==> config.mk <==
export PLATFORM = sky130hd
export DESIGN_NAME = branch_resolve_unit
export DESIGN_NICKNAME = d
export VERILOG_FILES = /design/src/rtl/bru_pkg.sv /design/src/rtl/bru_fifo.sv /design/src/rtl/branch_resolve_unit.sv
export SDC_FILE = /design/constraint.sdc
export NUM_CORES = 1
export LEC_CHECK = 0
export BUFFER_PORTS_ARGS = -buffer_cell sky130_fd_sc_hd__buf_2
export CAP_MARGIN = 30
export CELL_PAD_IN_SITES_DETAIL_PLACEMENT = 0
export CELL_PAD_IN_SITES_GLOBAL_PLACEMENT = 1
export CORE_MARGIN = 3
export CORE_UTILIZATION = 48
export CTS_BUF_LIST = sky130_fd_sc_hd__clkbuf_2 sky130_fd_sc_hd__clkbuf_4 sky130_fd_sc_hd__clkbuf_8
export CTS_CLUSTER_SIZE = 20
export DETAILED_ROUTE_END_ITERATION = 16
export PLACE_DENSITY_LB_ADDON = 0.15
export SYNTH_ARGS = -nofsm -noshare
export SYNTH_HDL_FRONTEND = slang
export SYNTH_SLANG_ARGS = --single-unit
==> constraint.sdc <==
create_clock -name clk -period 9 [get_ports clk]
set_input_delay 1.8 -clock clk [delete_from_list [all_inputs] [get_ports clk]]
set_output_delay 1.8 -clock clk [all_outputs]
set_load 0.02 [all_outputs]
==> src/rtl/bru_pkg.sv <==
// Shared types for the branch resolve unit: FSM state, queue entry and PC width.
package bru_pkg;

    localparam int BRU_PC_W = 32;

    typedef enum logic {
        RUN     = 1'b0,
        RECOVER = 1'b1
    } bru_state_t;

    typedef struct packed {
        logic [BRU_PC_W-1:0] pc;
        logic                pred_taken;
    } bru_entry_t;

endpackage

==> src/rtl/bru_fifo.sv <==
// Circular buffer of in-flight predicted branches, oldest at the head.
// A clear wins over a same-cycle push or pop and leaves the buffer empty.
module bru_fifo
    import bru_pkg::*;
#(
    parameter int DEPTH = 4
) (
    input  logic                         clk,
    input  logic                         rst,
    input  logic                         push,
    input  logic                         pop,
    input  logic                         clear,
    input  bru_entry_t                   push_entry,
    output bru_entry_t                   head,
    output logic [$clog2(DEPTH+1)-1:0]   occupancy
);

    localparam int PTR_W = $clog2(DEPTH);
    localparam int OCC_W = $clog2(DEPTH+1);

    bru_entry_t       mem_q [DEPTH];
    bru_entry_t       mem_d [DEPTH];
    logic [PTR_W-1:0] wr_ptr_q, wr_ptr_d;
    logic [PTR_W-1:0] rd_ptr_q, rd_ptr_d;
    logic [OCC_W-1:0] count_q, count_d;

    // DEPTH is a power of two, so pointers wrap by natural overflow.
    always_comb begin
        mem_d    = mem_q;
        wr_ptr_d = wr_ptr_q;
        rd_ptr_d = rd_ptr_q;
        count_d  = count_q;
        if (clear) begin
            wr_ptr_d = '0;
            rd_ptr_d = '0;
            count_d  = '0;
        end else begin
            if (push) begin
                mem_d[wr_ptr_q] = push_entry;
                wr_ptr_d        = wr_ptr_q + 1'b1;
            end
            if (pop) begin
                rd_ptr_d = rd_ptr_q + 1'b1;
            end
            count_d = count_q + OCC_W'(push) - OCC_W'(pop);
        end
    end

    always_ff @(posedge clk or posedge rst) begin
        if (rst) begin
            mem_q    <= '{default: '0};
            wr_ptr_q <= '0;
            rd_ptr_q <= '0;
            count_q  <= '0;
        end else begin
            mem_q    <= mem_d;
            wr_ptr_q <= wr_ptr_d;
            rd_ptr_q <= rd_ptr_d;
            count_q  <= count_d;
        end
    end

    assign head      = mem_q[rd_ptr_q];
    assign occupancy = count_q;

endmodule

==> src/rtl/branch_resolve_unit.sv <==
// Resolves predicted branches in order, drives predictor update and fetch redirect.
// Optional BRU_STATS_EN adds saturating br_count / mispred_count outputs.
module branch_resolve_unit
    import bru_pkg::*;
#(
    parameter int DEPTH        = 4,
    parameter int FALLTHRU_OFS = 4
) (
    input  logic                       clk,
    input  logic                       rst,
    input  logic                       pred_valid,
    input  logic [31:0]                pred_pc,
    input  logic                       pred_taken,
    output logic                       pred_ready,
    input  logic                       res_valid,
    input  logic                       res_taken,
    input  logic [31:0]                res_target,
    output logic                       update_en,
    output logic [31:0]                pc_update,
    output logic                       real_br_taken,
    output logic                       mispredict,
    output logic [31:0]                redirect_pc,
    output logic [$clog2(DEPTH+1)-1:0] occupancy,
    output logic                       err_underflow
`ifdef BRU_STATS_EN
    ,
    output logic [31:0]                br_count,
    output logic [31:0]                mispred_count
`endif
);

    localparam int OCC_W = $clog2(DEPTH+1);

    bru_state_t          state_q, state_d;
    bru_entry_t          head, push_entry;
    logic [OCC_W-1:0]    occ;
    logic                full, push, resolve, mismatch;

    logic                update_en_q, update_en_d;
    logic [BRU_PC_W-1:0] pc_update_q, pc_update_d;
    logic                real_br_taken_q, real_br_taken_d;
    logic                mispredict_q, mispredict_d;
    logic [BRU_PC_W-1:0] redirect_pc_q, redirect_pc_d;
    logic                err_underflow_q, err_underflow_d;

    // pred_ready is gated by rst so every output reads 0 while reset is held.
    always_comb begin
        full       = (occ == OCC_W'(DEPTH));
        pred_ready = !rst && (state_q == RUN) && !full;
        push       = pred_valid && pred_ready;
        resolve    = res_valid && (occ != '0);
        mismatch   = resolve && (res_taken != head.pred_taken);
        push_entry = '{pc: pred_pc, pred_taken: pred_taken};

        state_d = RUN;
        if (state_q == RUN && mismatch) begin
            state_d = RECOVER;
        end

        update_en_d     = resolve;
        pc_update_d     = resolve ? head.pc : pc_update_q;
        real_br_taken_d = resolve ? res_taken : real_br_taken_q;
        mispredict_d    = mismatch;
        redirect_pc_d   = redirect_pc_q;
        if (mismatch) begin
            redirect_pc_d = res_taken ? res_target : head.pc + BRU_PC_W'(FALLTHRU_OFS);
        end
        err_underflow_d = err_underflow_q || (res_valid && (occ == '0));
    end

    always_ff @(posedge clk or posedge rst) begin
        if (rst) begin
            state_q         <= RUN;
            update_en_q     <= 1'b0;
            pc_update_q     <= '0;
            real_br_taken_q <= 1'b0;
            mispredict_q    <= 1'b0;
            redirect_pc_q   <= '0;
            err_underflow_q <= 1'b0;
        end else begin
            state_q         <= state_d;
            update_en_q     <= update_en_d;
            pc_update_q     <= pc_update_d;
            real_br_taken_q <= real_br_taken_d;
            mispredict_q    <= mispredict_d;
            redirect_pc_q   <= redirect_pc_d;
            err_underflow_q <= err_underflow_d;
        end
    end

    // A mispredict clears the whole queue, which also discards a same-cycle push.
    bru_fifo #(.DEPTH(DEPTH)) u_fifo (
        .clk        (clk),
        .rst        (rst),
        .push       (push),
        .pop        (resolve),
        .clear      (mismatch),
        .push_entry (push_entry),
        .head       (head),
        .occupancy  (occ)
    );

    assign update_en     = update_en_q;
    assign pc_update     = pc_update_q;
    assign real_br_taken = real_br_taken_q;
    assign mispredict    = mispredict_q;
    assign redirect_pc   = redirect_pc_q;
    assign occupancy     = occ;
    assign err_underflow = err_underflow_q;

`ifdef BRU_STATS_EN
    logic [31:0] br_count_q, br_count_d;
    logic [31:0] mispred_count_q, mispred_count_d;

    always_comb begin
        br_count_d      = br_count_q;
        mispred_count_d = mispred_count_q;
        if (resolve && br_count_q != 32'hFFFF_FFFF) begin
            br_count_d = br_count_q + 32'd1;
        end
        if (mismatch && mispred_count_q != 32'hFFFF_FFFF) begin
            mispred_count_d = mispred_count_q + 32'd1;
        end
    end

    always_ff @(posedge clk or posedge rst) begin
        if (rst) begin
            br_count_q      <= '0;
            mispred_count_q <= '0;
        end else begin
            br_count_q      <= br_count_d;
            mispred_count_q <= mispred_count_d;
        end
    end

    assign br_count      = br_count_q;
    assign mispred_count = mispred_count_q;
`endif

endmodule

Word level (Yosys, flattened, before mapping)
Cells that the tools add are included.
{ "totals": {"output_inout_bits": 72, "ff_bits": 208} }
{ "op_classes": {"reduce_logical": 16, "add_sub_neg": 5, "n_lt_le_gt_ge": 3, "mux": 13, "bitwise_logic": 4, "n_eq_ne": 2} }
{ "op_table": {"columns": ["cell", "n"], "rows": [
  ["$bwmux W132", 1],
  ["$mux W33", 3],
  ["$bmux W33 S2", 1],
  ["$demux W33 S2", 1],
  ["$add A32 B3 Y32 const B", 1],
  ["$mux W32", 1],
  ["$logic_and A1 B1 Y1", 8],
  ["$mux W2", 4],
  ["$ge A3 B3 Y1 const B", 2],
  ["$not A2 Y3", 2],
  ["$add A2 B1 Y2 const B", 2],
  ["$reduce_bool A2 Y1", 2],
  ["$add A3 B1 Y3", 1],
  ["$eq A3 B3 Y1 const B", 1],
  ["$logic_not A3 Y1", 1],
  ["$lt A3 B1 Y1 const B", 1],
  ["$mux W3", 1],
  ["$reduce_bool A3 Y1", 1],
  ["$sub A3 B1 Y3", 1],
  ["$logic_not A1 Y1", 2],
  ["$not A1 Y1", 2],
  ["$reduce_and A2 Y1", 1],
  ["$logic_or A1 B1 Y1", 1],
  ["$mux W1", 1],
  ["$ne A1 B1 Y1", 1]
]} }

Depth between registers and ports, before layout
Gate-level depths: netlist (run 1).
{ "depth": {"depth_word": 8, "mapped_depth": 12, "depth_no_buf": 11} }

Modules after synthesis
From an unflattened synthesis (run 1), not the netlist that was laid out.
{ "hier_totals": {"hier_cells": 763, "area_unflattened_um2": 10075.9} }
{ "by_module_without_submodules": {"columns": ["module", "instances", "area_per_inst_um2", "cells_per_inst"], "rows": [
  ["bru_fifo", 1, 6590.1, 356],
  ["branch_resolve_unit", 1, 3485.8, 407]
]} }

Worst setup path after synthesis (run 1)
Ideal clock, no wire load.
{ "synth_path": {"path_kind": "input-to-output", "from": "in rst", "to": "out pred_ready", "setup_slack_ns": 4.793, "t_required_ns": 7.200, "path_buffers": 0, "arrival_time_ns": 2.407, "path_stages": 1, "cell_sequence": "a211oi_1"} }
{ "synth_via": {"elab_chain_cells": 3} }
{ "synth_lines": {"columns": ["element", "line", "source"], "rows": [
  ["start: declaration", "branch_resolve_unit.sv:10", "input logic rst,"],
  ["$logic_not A1 Y1 (no source line)", null, null],
  ["$logic_and A1 B1 Y1 (2 in a row)", "branch_resolve_unit.sv:49", "pred_ready = !rst && (state_q == RUN) && !full;"],
  ["end: declaration", "branch_resolve_unit.sv:14", "output logic pred_ready,"]
]} }
Every way passes these cells.

Worst setup path after layout (run 1)
{ "layout_path": {"from": "in res_valid", "to": "reg u_fifo.mem_q[109] (netlist name)"} }
{ "layout_via": {"elab_chain_cells": 4} }
{ "layout_lines": {"columns": ["element", "line", "source"], "rows": [
  ["start: declaration", "branch_resolve_unit.sv:15", "input logic res_valid,"],
  ["$logic_and A1 B1 Y1", "branch_resolve_unit.sv:51", "resolve = res_valid && (occ != '0);"],
  ["$logic_and A1 B1 Y1", "branch_resolve_unit.sv:52", "mismatch = resolve && (res_taken != head.pred_taken);"],
  ["$not A1 Y1 (no source line)", null, null],
  ["$reduce_and A2 Y1 (no source line)", null, null],
  ["end signal: assignment", "bru_fifo.sv:56", "mem_q <= mem_d;"],
  ["end: declaration", "bru_fifo.sv:21", "bru_entry_t mem_q [DEPTH];"]
]} }
Every way passes these cells.
A chain may end at the register's enable or synchronous reset.

==> flow_summary.yaml, run 1 <==
cts:
  cts-root-buf: "clkbuf_8"
  numCtsBuffers: 36
  cts_buffer_depth: 3
  post_cts_buffers: 0
  cts-htree-levels: 2
  cts_tree: "built"
  holdBufCountCts: 0
  ctsResizeCount: 0
  clk_pin_slew_ns: 0.06
  clk_latency_ns: 0.52
  clock_sinks: 208
final_layout:
  num_antenna_cells: 0
  finalNetCount: 983
  drive_gt1_share_pct: 40.6
  syn_to_final_growth_pct: 17.9
  final_area_um2: 11200
critical_path:
  crit_path_end_kind: "flop"
  cp_slowest_stage_delay_ns: 0.52
  path_class: "in -> reg"
  crit_path_cell_trace: "buf_2, nand2b_1, buf_4, clkinv_1, buf_16, nand2b_1, inv_2, nor2_1, nand2_1, buf_4, mux2_2"
  required_ns: 9.38
  startpoint_type: "input port"
  worst_path_max_delay_cell: "clkinv_1"
  critPathArrivalTime_ns: 4.91
  crit_path_max_fanout: 39
placement:
  placed_area_um2: 10400
  finalWeightedCongestion: 0.790
  io_buffers: 141
  hpwl_um: 15200
routing:
  dr_wl_met2_um: 10100
  route.detailed.drc: 0
  drtIter0Drc: 284
  wl_met1_um: 10800
  first_pass_iters: 4
  ant_nets: 0
  viasPerCell: 5.38
  dr_total_vias: 6408
  drt-total-wl_um: 22600
  dr_wl_met3_um: 1370
  top_layer: "met4"
  wl_per_cell_um: 19.0
global_route:
  grt_overflow_total: 0
  grt_max_degree: 116
  antenna_found_initial: 0
  gr-usage-all-layers_pct: 21.3
  grt_pass1_vias: 6805
  grt_pass1_wl_um: 36700
die:
  std_cell_rows: 50
  die_y_um: 147
  die-area_um2: 21500
  initial_core_util_pct: 49.9
  die_w_um: 147
  io_pins: 142
  design.core.area_um2: 19100
timing:
  max_freq_ghz: 0.221
  skew_ns: 0.0174
  post-route-period-util_pct: 50.3
  slew_viol_final: 0
  rsz0062_at_grt: "false"
  setup_viol: 0
  tightest_slew_ns: 0.783
  holdWs_ns: 0.436
  setup_tns_ns: 0
  hold_violations: 0
  slew_headroom_pct: 47.8
  fin_crit_ns: 4.53
pwr:
  power_density_nw_per_um2: 381
  vdd_drop_max_mv: 0.197
  p_total_uw: 4280
  leakage_uw: 0.00533
run:
  maxCapViolCount: 0
synthesis:
  avgSynthCellArea_um2: 12.5
  yosys_warnings: 0
  synthesis.nets: 838
  ys.flop_type: "dfrtp_1"
  ys_async_sr_fraction_pct: 100
  yosysUniqueCellTypes: 47
  netlist_area_um2: 9520
  synth_edf_count: 0
  yosysSeqAreaShare_pct: 54.7
  ys_ff_latch: 208
  synth_cells: 760
run_status:
  status: "complete, no violations"
hold_path:
  hp-class: "reg -> reg"
## routing by layer
layer	GRT usage (%)	up-vias
met5	0	-
li1	-	2970
met1	31.0	3227
met2	32.6	181
met4	5.64	0
met3	5.12	30
## synth_stat cells (all sizes together) (5+ instances only)
cell type / instances / share of area [%]
nor2: 36 / 1.4
inv: 12 / 0.47
dfrtp: 208 / 55
clkbuf: 18 / 0.71
xnor2: 23 / 2.1
nand2: 135 / 5.3
o22ai: 13 / 0.85
buf: 27 / 1.7
xor2: 9 / 0.83
mux4: 33 / 8.2
nor3: 13 / 0.68
mux2: 132 / 16
nand3: 10 / 0.53
o21ai: 26 / 1.4
a21oi: 19 / 1.0
mux2i: 5 / 0.53
ha: 7 / 0.92
## sequential cells by signal, summed over array words and instances, names as in the netlist
register	count
u_fifo.wr_ptr_q	2
update_en	1
redirect_pc	32
mispredict	1
pc_update	32
state_q	1
u_fifo.rd_ptr_q	2
err_underflow	1
real_br_taken	1
u_fifo.mem_q	132
u_fifo.occupancy	3
## report_power, final
group | leakage (uW) | internal (uW) | switching, uW | total (uW)
sequential | 0.00260 | 1370 | 228 | 1600
combinational | 0.00232 | 780 | 1010 | 1790
clock | 0.000408 | 515 | 375 | 890
## cells in the final DEF (no fill, tap or decap), drive strengths merged, types with 2 or more instances in the layout
cell type	synthesis	routed
dfrtp	208	208
buf	27	152
nand2	135	135
mux2	132	132
clkbuf	18	56
nor2	36	36
mux4	33	33
o21ai	26	26
xnor2	23	23
a21oi	19	19
nor3	13	13
o22ai	13	13
inv	12	12
nand3	10	10
xor2	9	9
ha	7	7
clkinv	1	7
mux2i	5	5
and3	4	4
nand4	4	4
nand2b	3	3
o211ai	3	3
or3	2	2
or4	2	2
and4	2	2
a22oi	2	2
clkinvlp	0	2
## layout make-up
cell class / instances / area [um^2]
clock buffers: 56 / 727
clock inverters: 8 / 45.0
fillers: 1615 / 7860
repair buffers: 152 / 828
multi-input cells: 494 / 4030
flip-flops and latches: 208 / 5210
well taps: 260 / 325
inverters: 13 / 56.3
## path summary, 6_finish.rpt
path	slack, ns	startpoint	end	cells past startpoint
setup / recovery	4.47	res_valid	u_fifo.mem_q[109]	11
hold / removal	0.44	state_q	state_q	1
max in group asynchronous	6.20	rst	u_fifo.mem_q[105]	4
setup reg to reg	5.05	u_fifo.occupancy[1]	u_fifo.mem_q[109]	11
hold reg to reg	0.44	state_q	state_q	1
min in group asynchronous	1.45	rst	redirect_pc[13]	2
## logic make-up after synthesis
group           synth area share (%)
flops                           54.7
buf+inv                         2.96
simple gates                    9.70
xor+xnor                        2.95
mux                             24.4
fa+ha+maj                       1.13
compound gates                  4.21
## metrics by stage
stage          utilization, %  setup slack [ns]  std cells
2_1_floorplan               -              1.52        760
3_3_place_gp             54.5              3.60       1125
3_5_place_dp             54.7              3.93       1127
4_1_cts                  58.8              4.46       1191
5_1_grt                  58.8              4.21       1191
6_report                 58.8              4.47       1191
## worst max-delay path: cells and delay by family
kind          cells  cell delay, ns
buf+inv           6            1.96
simple gates      4            0.81
mux               1            0.33
Power figures use the tool's default switching activity.
==> run 2: changes to the inputs <==
Settings changed: CORE_UTILIZATION 48 to 43.
Clock period 9 ns to 3.8 ns, I/O delays scaled along.
==> run 2 against run 1 <==
Compared with the run above: critical path depth is 3 lower; design area is 0.54% higher; via count is 0.17% higher; total power is 140% higher; routed wire length is 3.8% higher; hold slack worse by 0.26 ns; non-clock buffer count is 7 higher; clock skew hardly changed; combinational power is 130% higher; clock power is 130% higher; sequential share of layout area is 0.25 points lower.
==> flow_summary.yaml, run 2 (synthesis results as in run 1) <==
run_status:
  status: "complete, no violations"
pwr:
  p_total_uw: 10100
  vdd_drop_max_mv: 0.367
  p_comb_share_pct: 41.4
  intPower_uw: 6320
  seqPwrFrac_pct: 38.0
  leakage_uw: 0.00537
  pwr-share-clk_pct: 20.6
  netSwitchingPower_uw: 3820
  power_density_nw_per_um2: 899
  sw_frac_of_total_pct: 37.7
placement:
  placed_area_um2: 10500
  io_buffers: 141
  hpwl_um: 16300
  finalWeightedCongestion: 0.816
  place_ws_ns: 0.599
  dp.cells: 1149
timing:
  setup_tns_ns: 0
  slew_viol_final: 0
  rsz0062_at_grt: "false"
  skew_ns: 0.0175
  max_freq_ghz: 0.314
  hold_violations: 0
  setup_viol: 0
  tightest_slew_ns: 0.761
  slew_headroom_pct: 49.2
  fin_crit_ns: 3.19
  setup_slack_ns: 0.612
  post-route-period-util_pct: 83.9
hold_path:
  hp-class: "in -> async"
global_route:
  gr-usage-all-layers_pct: 19.8
  grt_pass1_wl_um: 37600
  grt_overflow_total: 0
  grt_max_degree: 71
  grt_pass1_vias: 6823
  antenna_found_initial: 3
critical_path:
  critPathArrivalTime_ns: 3.57
  r2r-start: "u_fifo.rd_ptr_q[1]"
  crit_path_end_kind: "flop"
  required_ns: 4.18
  crit_path_cell_trace: "mux4_2, xnor2_1, nand2b_1, inv_2, nor2_1, nand2_1, buf_4, mux2_2"
  path_class: "reg -> reg"
  startpoint_type: "flop"
  worst_path_max_delay_cell: "dfrtp_2"
  cp_slowest_stage_delay_ns: 0.86
  cp-startpoint: "u_fifo.rd_ptr_q[1]"
  crit_path_max_fanout: 24
final_layout:
  syn_to_final_growth_pct: 18.5
  fillers: 1854
  final_area_um2: 11300
  multi_input_area_um2: 4030
  stdcell_count: 1215
  drive_gt1_share_pct: 41.2
  ff_latch_area_um2: 5210
  final_common_cell: "dfrtp_1"
  regMostFlops: "u_fifo.mem_q"
  finalNetCount: 990
  largest_reg_flops: 132
  layout_common_cells: "207 x dfrtp_1, 141 x buf_2, 135 x nand2_1"
  num_antenna_cells: 0
cts:
  post_cts_buffers: 0
  clk_pin_slew_ns: 0.06
  cts_buffer_depth: 3
  cts-root-buf: "clkbuf_8"
  cts-htree-levels: 2
  cts_tree: "built"
  clk_latency_ns: 0.52
  holdBufCountCts: 0
  numCtsBuffers: 36
  ctsResizeCount: 0
  clock_sinks: 208
die:
  std_cell_rows: 53
  initial_core_util_pct: 44.6
  die-area_um2: 23900
  design.core.area_um2: 21400
  io_pins: 142
  die_w_um: 155
  die_y_um: 155
routing:
  drtIter0Drc: 284
  wl_per_cell_um: 19.3
  ant_nets: 0
  drt-total-wl_um: 23500
  dr_total_vias: 6419
  first_pass_iters: 4
  route.detailed.drc: 0
  viasPerCell: 5.28
run:
  maxCapViolCount: 0
-- run 2: cell types whose count changed in the layout (fill, tap and decap cells not counted), sizes merged --
cell and change:
clkbuf +2, buf +7, clkinvlp -1, clkinv +1
-- run 2: layout make-up --
class | count | area share, %
sequential | 208 | 46.2
multi-input combinational | 494 | 35.7
timing repair buffer | 159 | 7.79
clock buffer | 58 | 6.41
tap | 275 | 3.05
inverter | 13 | 0.466
clock inverter | 8 | 0.388
-- run 2: worst max-delay path: cells and delay by family (launching register included) --
family | cells | cell delay (ns)
XOR/XNOR | 1 | 0.16
flip-flops | 1 | 0.86
AND/OR/NAND/NOR | 3 | 0.83
buffers and inverters | 2 | 0.41
multiplexers | 2 | 0.78
-- run 2: stage by stage --
step                      util, %  hold slack (ns)
after floorplan                 -            0.405
after global placement       49.2            0.420
after detailed placement     49.2            0.419
after CTS                    52.8            0.139
after global routing         52.8            0.144
final                        52.8            0.172
-- run 2: power groups by stage --
stage	combinational (uW)	clock, uW	sequential, uW
floorplan	2700	0	4080
global placement	4140	0	3810
detailed placement	4240	0	3880
CTS	4250	2160	3850
global route	4600	2280	3970
finish	4200	2090	3850
-- run 2: worst paths after layout --
check,endpoint,depth (start not counted),slack [ns]
hold reg to reg,state_q,1,0.43
setup reg to reg,u_fifo.mem_q[47],8,0.61
hold / removal,u_fifo.occupancy[0],2,0.17
setup / recovery,u_fifo.mem_q[47],8,0.61
min in group clk,state_q,1,0.43
max in group asynchronous,u_fifo.mem_q[106],3,2.75
-- run 2: layer usage --
metal	vias up	track usage, %	routed length, um
met5	-	0	30
met4	6	5.72	449
met3	47	4.98	1610
met2	186	30.2	10600
met1	3211	28.3	10800
li1	2969	-	-
